===== src/rtl/display_pkg.sv =====
// Shared definitions for the display source selector: blank nibble default,
// selector state encoding and flat-bus nibble indexing.
package display_pkg;

   localparam logic [3:0] DEFAULT_BLANK_CODE = 4'hF;

   typedef enum logic [0:0] {
      SHOW  = 1'b0,
      BLANK = 1'b1
   } state_t;

   // Bit offset of digit `digit` of source `src` in a flat {src_n-1 .. src_0} bus.
   function automatic int unsigned nib_lsb(input int unsigned src,
                                           input int unsigned digit,
                                           input int unsigned digits);
      return (src * digits + digit) * 4;
   endfunction

endpackage


===== src/rtl/display_source_sel_blink_timer.sv =====
// Blink timebase: counts ticks and toggles the blink phase every BLINK_TICKS
// ticks; clr restarts the period in the visible phase.
module blink_timer #(
   parameter int BLINK_TICKS = 250
) (
   input  logic clk,
   input  logic rst,
   input  logic tick,
   input  logic clr,
   output logic phase
);

   localparam int CW = (BLINK_TICKS > 1) ? $clog2(BLINK_TICKS) : 1;

   logic [CW-1:0] cnt;

   always_ff @(posedge clk or posedge rst) begin
      if (rst) begin
         cnt   <= '0;
         phase <= 1'b0;
      end else if (clr) begin
         cnt   <= '0;
         phase <= 1'b0;
      end else if (tick) begin
         if (cnt == CW'(BLINK_TICKS - 1)) begin
            cnt   <= '0;
            phase <= ~phase;
         end else begin
            cnt <= cnt + 1'b1;
         end
      end
   end

endmodule


===== src/rtl/display_source_sel.sv =====
// Registered display source selector with post-switch blanking, per-digit
// blink for set modes and a freeze (lap hold) input.
module display_source_sel
   import display_pkg::*;
#(
   parameter int         NUM_SRC     = 4,
   parameter int         DIGITS      = 4,
   parameter int         SEL_W       = 2,
   parameter int         BLINK_TICKS = 250,
   parameter int         BLANK_TICKS = 2,
   parameter logic [3:0] BLANK_CODE  = DEFAULT_BLANK_CODE
) (
   input  logic                         clk,
   input  logic                         rst,
   input  logic                         tick,
   input  logic [SEL_W-1:0]             mode,
   input  logic [NUM_SRC*DIGITS*4-1:0]  src_bcd,
   input  logic [NUM_SRC-1:0]           blink_en,
   input  logic [DIGITS-1:0]            blink_mask,
   input  logic                         freeze,
   output logic [DIGITS*4-1:0]          out_bcd,
   output logic [SEL_W-1:0]             mode_active,
   output logic                         switching
);

   localparam int DW = DIGITS * 4;
   localparam int BW = (BLANK_TICKS > 0) ? $clog2(BLANK_TICKS + 1) : 1;

   state_t         state;
   logic [BW-1:0]  bcnt;
   logic           phase;
   logic           mode_valid;
   logic           do_switch;
   logic [DW-1:0]  disp_val;
   logic [DW-1:0]  blank_val;

   assign blank_val  = {DIGITS{BLANK_CODE}};
   assign mode_valid = (32'(mode) < 32'(NUM_SRC));
   assign do_switch  = mode_valid && (mode != mode_active);

   // A switch clears the blink timer so the new source starts visible.
   blink_timer #(
      .BLINK_TICKS(BLINK_TICKS)
   ) u_blink (
      .clk  (clk),
      .rst  (rst),
      .tick (tick),
      .clr  (do_switch),
      .phase(phase)
   );

   always_comb begin
      disp_val = '0;
      for (int unsigned d = 0; d < DIGITS; d++) begin
         if (blink_en[mode_active] && phase && blink_mask[d])
            disp_val[d*4 +: 4] = BLANK_CODE;
         else
            disp_val[d*4 +: 4] = src_bcd[nib_lsb(32'(mode_active), d, DIGITS) +: 4];
      end
   end

   always_ff @(posedge clk or posedge rst) begin
      if (rst) begin
         state       <= SHOW;
         bcnt        <= '0;
         out_bcd     <= blank_val;
         mode_active <= '0;
         switching   <= 1'b0;
      end else if (do_switch) begin
         mode_active <= mode;
         if (BLANK_TICKS > 0) begin
            state     <= BLANK;
            bcnt      <= BW'(BLANK_TICKS);
            switching <= 1'b1;
            out_bcd   <= blank_val;
         end else begin
            state   <= SHOW;
            out_bcd <= disp_val;
         end
      end else begin
         case (state)
            BLANK: begin
               out_bcd <= blank_val;
               if (tick) begin
                  bcnt <= bcnt - 1'b1;
                  // Leaving blank loads the source on the same clock.
                  if (bcnt == BW'(1)) begin
                     state     <= SHOW;
                     switching <= 1'b0;
                     out_bcd   <= disp_val;
                  end
               end
            end
            default: begin
               if (!freeze)
                  out_bcd <= disp_val;
            end
         endcase
      end
   end

endmodule

===== config.mk =====
export PLATFORM = sky130hd
export DESIGN_NAME = display_source_sel
export DESIGN_NICKNAME = d
export VERILOG_FILES = /design/src/rtl/display_pkg.sv /design/src/rtl/display_source_sel_blink_timer.sv /design/src/rtl/display_source_sel.sv
export SDC_FILE = /design/constraint.sdc
export NUM_CORES = 1
export LEC_CHECK = 0
export ABC_CLOCK_PERIOD_IN_PS = 2260
export BUFFER_PORTS_ARGS = -buffer_cell sky130_fd_sc_hd__buf_2
export CORE_MARGIN = 2
export CORE_UTILIZATION = 46
export DETAILED_ROUTE_END_ITERATION = 8
export GPL_TIMING_DRIVEN = 0
export PLACE_DENSITY_LB_ADDON = 0.12
export SLEW_MARGIN = 25
export SYNTH_ARGS = -nofsm -noshare
export SYNTH_HDL_FRONTEND = slang
export SYNTH_HIERARCHICAL = 1
export SYNTH_SLANG_ARGS = --single-unit

===== constraint.sdc =====
create_clock -name clk -period 2.26 [get_ports clk]
set_clock_uncertainty 0.15 [all_clocks]
set_input_delay 0.226 -clock clk [delete_from_list [all_inputs] [get_ports clk]]
set_output_delay 0.226 -clock clk [all_outputs]
set_load 0.05 [all_outputs]

=== Word level (Yosys, flattened, before mapping) ===
Index checks and enable logic that the tools add are counted.

* Add/subtract/negate cells: 5
* Multipliers: 0
* Div/mod/pow operators: 0
* Magnitude comparators: 1
* Eq/ne operators: 4
* Shift operators: 4
* Multiplexer cells: 28
* Bitwise operators: 1
* Reductions and logical operators: 12

{| class="wikitable"
|+ Operators by type and width
! operator !! number
|-
| 64-bit by 8-bit variable part select with 4-bit output || 3
|-
| 16-bit two-way mux || 5
|-
| 64-bit by 7-bit variable part select with 4-bit output || 1
|-
| 8-bit two-way mux || 3
|-
| 4-bit two-way mux || 4
|-
| 1-bit two-way mux || 12
|-
| 4-bit by 2-bit adder with 5-bit output (second input constant) || 2
|-
| 8-bit by 1-bit adder with 8-bit output (second input constant) || 1
|-
| 8-bit equality test (second input constant) || 1
|-
| 2-bit nonzero test || 4
|-
| 2-bit two-way mux || 3
|-
| 4-bit by 1-bit adder with 5-bit output (second input constant) || 1
|-
| 1-bit logical AND || 5
|-
| 2-bit AND reduction || 2
|-
| 2-bit by 3-bit < comparator with 1-bit output (second input constant) || 1
|-
| 3-bit by 1-bit != test with 1-bit output (second input constant) || 1
|-
| 3-bit AND reduction || 1
|-
| 1-bit binary-select mux with 2-bit select || 1
|-
| 2-bit by 1-bit equality test with 1-bit output (second input constant) || 1
|-
| 2-bit != test || 1
|-
| 2-bit by 1-bit subtractor with 2-bit output (second input constant) || 1
|-
| 1-bit NOT || 1
|}

* Register bits after elaboration: 31
* Latch bits: 0
* Memory bits (writable): 0
* Memory bits (read-only): 0
* Bits of input ports: 78
* Word-level logic and storage cells: 62
* Memories kept: 0

=== Depth between registers and ports, before layout ===
Gate-level depths: netlist of run 1.

* Depth after elaboration: 9
* Depth in mapped cells: 7
* Depth with buffers taken out: 6

=== By module ===
Netlist of run 1, hierarchy kept.

{| class="wikitable"
|+ By module, submodules not included
! module !! instances !! cells an instance !! area each (sq um)
|-
| display_source_sel || 1 || 99 || 1456.4
|-
| blink_timer || 1 || 49 || 480.5
|}

=== Least setup slack after synthesis of run 1 ===
Ideal clock, no wire load.

* Kind: register -> register
* Start: reg mode_active[1]
* End: reg u_blink.cnt[5]
* Data arrival time: 1.890 ns
* Required time: 2.031 ns
* Setup slack: 0.141 ns
* Cell stages (with the launch flop): 8
* Path buffers: 1
* Clock period less this slack: 2.119 ns
* Path through: dfrtp_1 buf_2 xnor2_2 and2_1 inv_1 o2111ai_2 or3_1 a21oi_1

* Longest elaborated chain between the ends: 2
* Elaborated cells on any way between the ends: 3

{| class="wikitable"
|+ RTL lines
! what !! RTL line !! text
|-
| from (decl) || display_source_sel.sv:22 || <nowiki>output logic [SEL_W-1:0] mode_active,</nowiki>
|-
| from (signal assigned) || display_source_sel.sv:70 || <nowiki>mode_active <= mode;</nowiki>
|-
| 2-bit != test (*) || display_source_sel.sv:39 || <nowiki>assign do_switch = mode_valid && (mode != mode_active);</nowiki>
|-
| net do_switch || display_source_sel.sv:33 || <nowiki>logic do_switch;</nowiki>
|-
| 8-bit two-way mux / 2-bit nonzero test (equally long branches) || - ||
|-
| to (signal assigned) || display_source_sel_blink_timer.sv:29 || <nowiki>cnt <= cnt + 1'b1;</nowiki>
|-
| to (decl) || display_source_sel_blink_timer.sv:15 || <nowiki>logic [CW-1:0] cnt;</nowiki>
|}

The timed path passes the listed nets; every way through them passes the cells marked *.
A chain may end at the register's enable or synchronous reset.

=== Worst setup path in the final report of run 1 ===
* Start: reg mode_active[1]
* End: reg u_blink.cnt[7]

The elaborated chain is that of the path after synthesis.

==> flow_summary.yaml, run 1 <==
status:
  status: "completed"
setup_path:
  critical_path_class: "reg -> reg"
  worst-endpoint-required_ps: 2310
  worst_setup_path_start_kind: "register"
  cp.arrival_ps: 2110
  cp_max_fo: 7
  cp-end-kind: "register"
clocking:
  postCtsSetupRepairBufs: 0
  cts_made_buffers: 5
  clk_latency_ps: 280
  cts.reportedPaths.clkPinSlew_ps: 70
  h-tree-depth: 2
  clock_path_buffers: 2
  ctsResizeCount: 0
  cts_num_sinks: 31
  cts_hold_buf: 1
  clockRootBuffer: "clkbuf_8"
  cts_tree: "built"
sta:
  setup_viol: 0
  tns_ps: 0
  min_period_ps: 2060
  rsz0062_at_grt: "false"
  worst_slack_ps: 198
  timing.hold.ws_ps: 21.5
  clock.fmax_mhz: 485
  drv_slew: 0
  worst_pin_slew_ps: 845
  relSlewSlack: 0.436
  min_period_over_period: 0.912
  hold_violations: 0
die:
  core_region_area_mm2: 0.00403
  rows: 23
  pin_count: 97
  die_h_um: 68.9
  start_util: 0.481
  die_area_mm2: 0.00475
  die_x_um: 68.9
routing:
  vias: 1731
  drt_iter0_markers: 57
  first_pass_iters: 6
  vias_per_cell: 5.71
  totalWireLength_um: 4750
  drc_errors: 0
  wl_per_cell_um: 15.7
  ant_nets: 0
synthesis:
  synth-warning-count: 6
  ys_seq_area_frac: 0.411
  synthFlopType: "dfstp_2"
  synth.distinct_cells: 36
  synth_top_area_share: 0.217
  synth_commonest_cells: "dfstp_2 (16), o32a_1 (16), dfrtp_1 (15), mux4_2 (11)"
  synth.cell_area_mm2: 0.00194
  yosys.area.top_type: "dfstp_2"
  synth_edf_count: 0
  syn-instance-count: 148
  synth_nets: 229
  synth_seq_cells: 31
  synthArstFlopShare: 1.00
  synth_area_per_cell_um2: 13.1
  synth_area_leaders: "dfstp_2 (22%), dfrtp_1 (19%), mux4_2 (13%)"
place:
  gp_congestion: 0.789
  post-place-cells: 294
  dp_hpwl_um: 3750
  dp_slack_ps: 206
  port_buffers: 96
grt:
  grt_pass1_wl_um: 7160
  grt_overflow_total: 0
  grt_use_total: 0.207
  grt_pass1_vias: 1528
  antenna_found_initial: 0
  grt_max_degree: 23
power:
  ir_drop_uv: 387
  p_leak_uw: 0.00111
  power_density_mw_per_mm2: 470
worst_hold_path:
  hold_path_class: "in -> reg"
final_layout:
  nNetsFinal: 333
  drive_gt1_frac: 0.581
  n_antenna_cell: 0
  area_growth_pct: 32.8
  fin_cells: 303
job:
  cap_violations: 0
[layout make-up]
cell class | instances | area (um^2)
plain buffers | 10 | 65.1
multi-input cells | 101 | 1050
flip-flops and latches | 31 | 796
clock inverters | 1 | 5.00
well taps | 50 | 62.6
fillers | 335 | 1460
repair buffers | 97 | 490
inverters | 6 | 22.5
clock buffers | 7 | 76.3
[metal layers]
metal / routed length (um) / GRT usage / vias up / part of all wire
li1: - / - / 805 / -
met1: 1960 / 0.286 / 835 / 0.41
met2: 2260 / 0.317 / 85 / 0.48
met3: 478 / 0.0601 / 6 / 0.10
met4: 48 / 0.0588 / 0 / 0.010
met5: 0 / 0 / - / 0
[layout by cell type (no fill, tap or decap), types with 2 or more instances in the layout]
cell | synthesis | final
a21bo_2 | 2 | 2
a21oi_1 | 4 | 4
buf_2 | 3 | 99
clkbuf_1 | 4 | 6
clkbuf_8 | 0 | 5
dfrtp_1 | 15 | 15
dfstp_2 | 16 | 16
ha_1 | 3 | 3
inv_1 | 6 | 6
mux4_1 | 5 | 5
mux4_2 | 11 | 11
nand2_1 | 9 | 9
nand3_1 | 9 | 9
nand3b_1 | 4 | 4
nor2_1 | 4 | 4
o21ai_0 | 8 | 8
o22ai_2 | 4 | 4
o32a_1 | 16 | 16
or3_1 | 4 | 4
xnor2_2 | 2 | 2
xor2_1 | 3 | 3
[path summary, 6_finish.rpt]
kind                                startpoint              to  slack (ps)  cells past startpoint
worst max-delay path            mode_active[1]  u_blink/cnt[7]         200                      7
worst min-delay path                   mode[1]  mode_active[1]          20                      2
worst max register to register  mode_active[1]  u_blink/cnt[7]         200                      7
worst min register to register       switching       switching         320                      2
max in group asynchronous                  rst           state         910                      3
min in group asynchronous                  rst  u_blink/cnt[3]         310                      3
[power breakdown]
group	switching, uW	leakage, uW	total (uW)	internal (uW)
Clock	199	0.0000422	414	216
Sequential	6.54	0.000357	571	565
Combinational	101	0.000713	223	121
Total	306	0.00111	1210	902
[cells by family (layout without fill, tap and decap cells)]
family                     Yosys count  in the layout  synth area share
and+or+nand+nor                     37             37             0.110
AOI/OAI and AO/OA                   38             38             0.169
buffers and inverters               16            121            0.0452
xor gates and xnor gates             5              5            0.0304
adders and majority gates            3              3            0.0194
muxes                               18             18             0.214
DFF                                 31             31             0.411
[critical path, stage by stage (launching register included)]
cell	delay [ps]
dfrtp_1	370
buf_2	160
xnor2_2	150
and2_1	200
inv_1	210
o2111ai_2	230
or3_1	350
a21oi_1	160
[metrics by stage]
stage	power (uW)	utilization	cell area, um^2
after floorplan	709	-	1940
after global placement	798	0.616	2480
after detailed placement	804	0.616	2480
after CTS	1220	0.638	2570
after global routing	1280	0.638	2570
final	1210	0.638	2570
[registers in the layout, indices dropped and copies added (netlist names)]
register	flops
state	1
u_blink/cnt	8
switching	1
bcnt	2
mode_active	2
u_blink/phase	1
out_bcd	16
(Power assumes the default switching activity.)
==> run 2, diff against run 1 <==
--- a/config.mk
+++ b/config.mk
@@ -5,10 +5,11 @@
 export SDC_FILE = /design/constraint.sdc
 export NUM_CORES = 1
 export LEC_CHECK = 0
+export ABC_AREA = 1
 export ABC_CLOCK_PERIOD_IN_PS = 2260
 export BUFFER_PORTS_ARGS = -buffer_cell sky130_fd_sc_hd__buf_2
 export CORE_MARGIN = 2
-export CORE_UTILIZATION = 46
+export CORE_UTILIZATION = 50
 export DETAILED_ROUTE_END_ITERATION = 8
 export GPL_TIMING_DRIVEN = 0
 export PLACE_DENSITY_LB_ADDON = 0.12
==> run 2 against run 1 <==
- die area grew 19%
- register-to-register slack improved by 20 ps
- sequential share of layout area decreased by 6.4 points
- maximum frequency rose by 0.73%
- sequential cell count unchanged
- sequential power grew 3.7%
- cell area is 26% higher
- synthesized cell count grew to 2.8 times the previous value
- critical endpoint is now u_blink/cnt[4]
- routed wire length increased by 33%
- combinational power rose by 52%
==> flow_summary.yaml, run 2 <==
status:
  status: "completed"
synthesis:
  ys_seq_area_frac: 0.314
  synth_nets: 496
  synthFlopType: "dfstp_2"
  synth_area_leaders: "nand2_1 (23%), dfstp_2 (17%), dfrtp_1 (15%)"
  synth_top_area_share: 0.234
  synth_area_per_cell_um2: 6.11
  synth_commonest_cells: "nand2_1 (158), inv_1 (87), nand3_1 (63), nor2_1 (25), dfstp_2 (16)"
  synth_seq_cells: 31
  yosys.area.top_type: "nand2_1"
  synthArstFlopShare: 1.00
  synth-warning-count: 6
  syn-instance-count: 415
  yosysMostFrequentCell: "nand2_1"
  synth_edf_count: 0
  synth.distinct_cells: 29
  synth.cell_area_mm2: 0.00254
power:
  ir_drop_uv: 425
  power_density_mw_per_mm2: 467
  cell_internal_pwr_uw: 1080
  seq_power_share: 0.391
  clkPwrFrac: 0.384
  p_leak_uw: 0.00197
  combPwrFrac: 0.224
  switching_share: 0.289
  p_switching_uw: 437
worst_hold_path:
  min_to: "mode_active[1]"
  hold_path_class: "in -> reg"
  whs_path_depth: 2
  hp-start: "mode[1]"
setup_path:
  worstRegToRegCells: 10
  worst-endpoint-required_ps: 2290
  cp_max_fo: 10
  worst_setup_path_start_kind: "input pin"
  rrSetupSlack_ps: 220
  max_stage_delay_ps: 530
  critical_path_class: "in -> reg"
  reg2reg_from: "mode_active[1]"
  cp-end-kind: "register"
  timing.rr.end: "u_blink/cnt[4]"
  slowest_stage: "dlygate4sd3_1"
  crit_chain: "dlygate4sd3_1, buf_2, inv_1, nand2_2, nand2_2, and2_4, buf_12, inv_1, nor2_4, nor2_2, nand2_1, xor2_1, nor2_1"
  cp.arrival_ps: 2080
grt:
  grt_util_met2: 0.442
  antenna_found_initial: 0
  use_met1: 0.295
  grt_pass1_wl_um: 10600
  grt_use_total: 0.246
  grt_pass1_vias: 2603
  use_met3: 0.0629
  grt_max_degree: 23
  top_usage_layer: "met2"
  grt_overflow_total: 0
sta:
  hold_violations: 0
  min_period_ps: 2050
  drv_slew: 0
  min_period_over_period: 0.906
  clock.fmax_mhz: 489
  worst_pin_slew_ps: 826
  relSlewSlack: 0.449
  tns_ps: 0
  rsz0062_at_grt: "false"
  setup_viol: 0
  worst_slack_ps: 213
die:
  die_x_um: 75.2
  pin_count: 97
  die_h_um: 75.2
  start_util: 0.527
  rows: 25
  core_region_area_mm2: 0.00482
  die_area_mm2: 0.00566
clocking:
  cts_hold_buf: 2
  postCtsSetupRepairBufs: 0
  clockRootBuffer: "clkbuf_8"
  ctsResizeCount: 0
  cts_made_buffers: 5
  cts.reportedPaths.clkPinSlew_ps: 70
  h-tree-depth: 2
  clk_latency_ps: 290
  cts_num_sinks: 31
  cts_tree: "built"
  clock_path_buffers: 2
routing:
  wl_per_cell_um: 10.8
  drc_errors: 0
  vias: 2736
  totalWireLength_um: 6330
  drt_iter0_markers: 108
  vias_per_cell: 4.65
  first_pass_iters: 4
  ant_nets: 0
place:
  port_buffers: 96
  dp_hpwl_um: 5030
  gp_congestion: 0.864
  dp_slack_ps: 249
final_layout:
  register_area_um2: 796
  reg_top3: "out_bcd (16), u_blink/cnt (8)"
  layout_common_cells: "nand2_1 (158), buf_2 (103), inv_1 (87)"
  fillers: 454
  n_antenna_cell: 0
  largest_reg_flops: 16
  regMostFlops: "out_bcd"
  final_util: 0.672
  drive_gt1_frac: 0.299
  final_common_cell: "nand2_1"
  nNetsFinal: 601
  area_growth_pct: 27.7
  multiInputGateArea_mm2: 0.00125
job:
  cap_violations: 0
[run 2: layer usage]
metal	up-vias	part of all wire	routed length [um]
li1	1428	-	-
met4	0	0.0077	49
met1	1230	0.44	2810
met3	7	0.058	370
met2	71	0.49	3100
met5	-	0	0
[run 2: layout make-up]
cell class / instances / area share
Multi-Input combinational cell: 273 / 0.385
Sequential cell: 31 / 0.246
Timing Repair Buffer: 98 / 0.154
Inverter: 94 / 0.110
Buffer: 17 / 0.0429
Tap cell: 67 / 0.0259
Clock buffer: 6 / 0.0255
Clock inverter: 2 / 0.0108
[run 2: worst max path at each step]
stage	startpoint	depth (start not counted)	slack, ps	end
after floorplan	mode_active[1]	10	130	u_blink/cnt[4]
final	mode[0]	13	210	u_blink/cnt[4]
after detailed placement	mode_active[1]	10	250	u_blink/cnt[4]
after CTS	mode_active[1]	10	220	u_blink/cnt[4]
after global placement	mode_active[1]	10	300	u_blink/cnt[4]
after global routing	mode_active[1]	10	100	u_blink/cnt[4]
[run 2: critical path, delay by kind of cell]
family / cells / cell delay, ps
XOR/XNOR: 1 / 160
buffers and inverters: 5 / 940
AND/OR/NAND/NOR: 7 / 750
[run 2: stage by stage]
stage / cell area, um^2 / hold slack [ps] / instances / power (uW)
final: 3240 / 19.0 / 588 / 1510
after global routing: 3240 / 6.87 / 588 / 1600
after CTS: 3240 / 5.01 / 588 / 1530
after detailed placement: 3100 / 75.4 / 578 / 937
after global placement: 3100 / 72.5 / 578 / 930
after floorplan: 2540 / -96.1 / 415 / 820
[run 2: kinds of logic after synthesis]
group	synth area share
DFF	0.314
and+or+nand+nor	0.451
buffers and inverters	0.195
adders and majority gates	0.0148
xor gates and xnor gates	0.0168
AOI/OAI and AO/OA	0.00888
[run 2: power by group through the flow]
stage / registers (uW) / logic (uW) / clock network (uW)
final: 592 / 339 / 581
after global routing: 594 / 390 / 616
after CTS: 591 / 341 / 594
after detailed placement: 601 / 336 / 0
after global placement: 600 / 330 / 0
after floorplan: 606 / 215 / 0
==> run 3, diff against run 2 <==
--- a/config.mk
+++ b/config.mk
@@ -12,6 +12,8 @@
 export CORE_UTILIZATION = 50
 export DETAILED_ROUTE_END_ITERATION = 8
 export GPL_TIMING_DRIVEN = 0
+export HOLD_SLACK_MARGIN = 0.05
+export MAX_ROUTING_LAYER = met4
 export PLACE_DENSITY_LB_ADDON = 0.12
 export SLEW_MARGIN = 25
 export SYNTH_ARGS = -nofsm -noshare
==> run 3 against run 2 <==
- global-route usage up 0.82 points
- clock power barely moved
- sequential share of layout area is 0.076 points lower
- maximum frequency down 4.6%
- critical endpoint unchanged
==> flow_summary.yaml, run 3 (synthesis gave the netlist of run 2 again) <==
die:
  core_region_area_mm2: 0.00482
  rows: 25
  start_util: 0.527
  die_h_um: 75.2
  die_x_um: 75.2
  die_area_mm2: 0.00566
  pin_count: 97
grt:
  grt_overflow_total: 0
  grt_use_total: 0.254
  antenna_found_initial: 0
  grt_pass1_wl_um: 10700
  grt_pass1_vias: 2614
  grt_max_degree: 23
final_layout:
  fin_cells: 589
  area_growth_pct: 28.1
  final_util: 0.675
  layout_common_cells: "nand2_1 (158), buf_2 (103), inv_1 (87)"
  nNetsFinal: 602
  regMostFlops: "out_bcd"
  final_common_cell: "nand2_1"
  largest_reg_flops: 16
  drive_gt1_frac: 0.299
  reg_top3: "out_bcd (16), u_blink/cnt (8)"
  n_antenna_cell: 0
clocking:
  clk_latency_ps: 290
  cts.reportedPaths.clkPinSlew_ps: 70
  h-tree-depth: 2
  ctsResizeCount: 0
  clock_path_buffers: 2
  cts_num_sinks: 31
  cts_made_buffers: 5
  cts_tree: "built"
  clockRootBuffer: "clkbuf_8"
setup_path:
  reg2reg_from: "mode_active[1]"
  cp.arrival_ps: 2170
  rrSetupSlack_ps: 210
  worstRegToRegCells: 10
  critical_path_class: "in -> reg"
  cp-end-kind: "register"
  timing.rr.end: "u_blink/cnt[4]"
  worst_setup_path_start_kind: "input pin"
  cp_max_fo: 10
  worst-endpoint-required_ps: 2290
power:
  p_total_uw: 1510
  ir_drop_uv: 425
  p_leak_uw: 0.00198
  power_density_mw_per_mm2: 466
sta:
  drv_slew: 0
  clock.fmax_mhz: 466
  hold_violations: 0
  setup_viol: 0
  worst_pin_slew_ps: 825
  tns_ps: 0
  min_period_ps: 2150
  rsz0062_at_grt: "false"
  timing.hold.ws_ps: 138
  relSlewSlack: 0.449
  min_period_over_period: 0.949
worst_hold_path:
  hold_path_class: "in -> reg"
  hp-start: "tick"
  min_to: "bcnt[1]"
  whs_path_depth: 3
routing:
  totalWireLength_um: 6350
  vias_per_cell: 4.67
  first_pass_iters: 4
  vias: 2751
  drc_errors: 0
  drt_iter0_markers: 106
  ant_nets: 0
  wl_per_cell_um: 10.8
place:
  port_buffers: 96
  dp_hpwl_um: 5030
  gp_congestion: 0.878
  post-place-cells: 578
status:
  status: "completed"
job:
  cap_violations: 0
## run 3: repair_timing
item                       CTS  global route
setup endpoints to repair    0             0
buffers inserted             0             0
hold endpoints to repair    17             0
hold buffers                 3             0
## run 3: power breakdown
group          switching (uW)  internal, uW
clock network             224           357
registers                18.3           573
logic                     194           146
## run 3: how the worst max path moves through the flow
stage / startpoint / slack (ps) / endpoint
after global placement: mode_active[1] / 300 / u_blink/cnt[4]
after global routing: mode[1] / 20 / u_blink/cnt[4]
final: mode[1] / 110 / u_blink/cnt[4]
after CTS: mode[1] / 140 / u_blink/cnt[4]
after floorplan: mode_active[1] / 130 / u_blink/cnt[4]
after detailed placement: mode_active[1] / 250 / u_blink/cnt[4]
## run 3: cell type report
class | instances | area (um^2)
clock buffers | 6 | 82.6
clock inverters | 2 | 35.0
repair buffers | 99 | 510
plain buffers | 17 | 139
flip-flops and latches | 31 | 796
inverters | 94 | 355
multi-input cells | 273 | 1250
well taps | 67 | 83.8
fillers | 453 | 1570
## run 3: worst max-delay path: stages
cell	delay, ps
dlygate4sd3_1	530
buf_2	140
xnor2_2	230
and2_4	220
buf_12	130
inv_1	90
nor2_4	230
nor2_2	80
nand2_1	70
xor2_1	160
nor2_1	60
## run 3: per-layer routing
metal / up-vias / GRT usage / routed length (um)
li1: 1432 / - / -
met4: 0 / 0.0604 / 43
met2: 73 / 0.443 / 3110
met1: 1239 / 0.294 / 2810
met3: 7 / 0.0643 / 389
met5: - / - / 0
## run 3: stage by stage
step                instance area, um^2  worst slack (ps)
global placement                   3100               296
detailed placement                 3100               249
CTS                                3250               141
finish                             3250               115
floorplan                          2540               131
global route                       3250              23.3
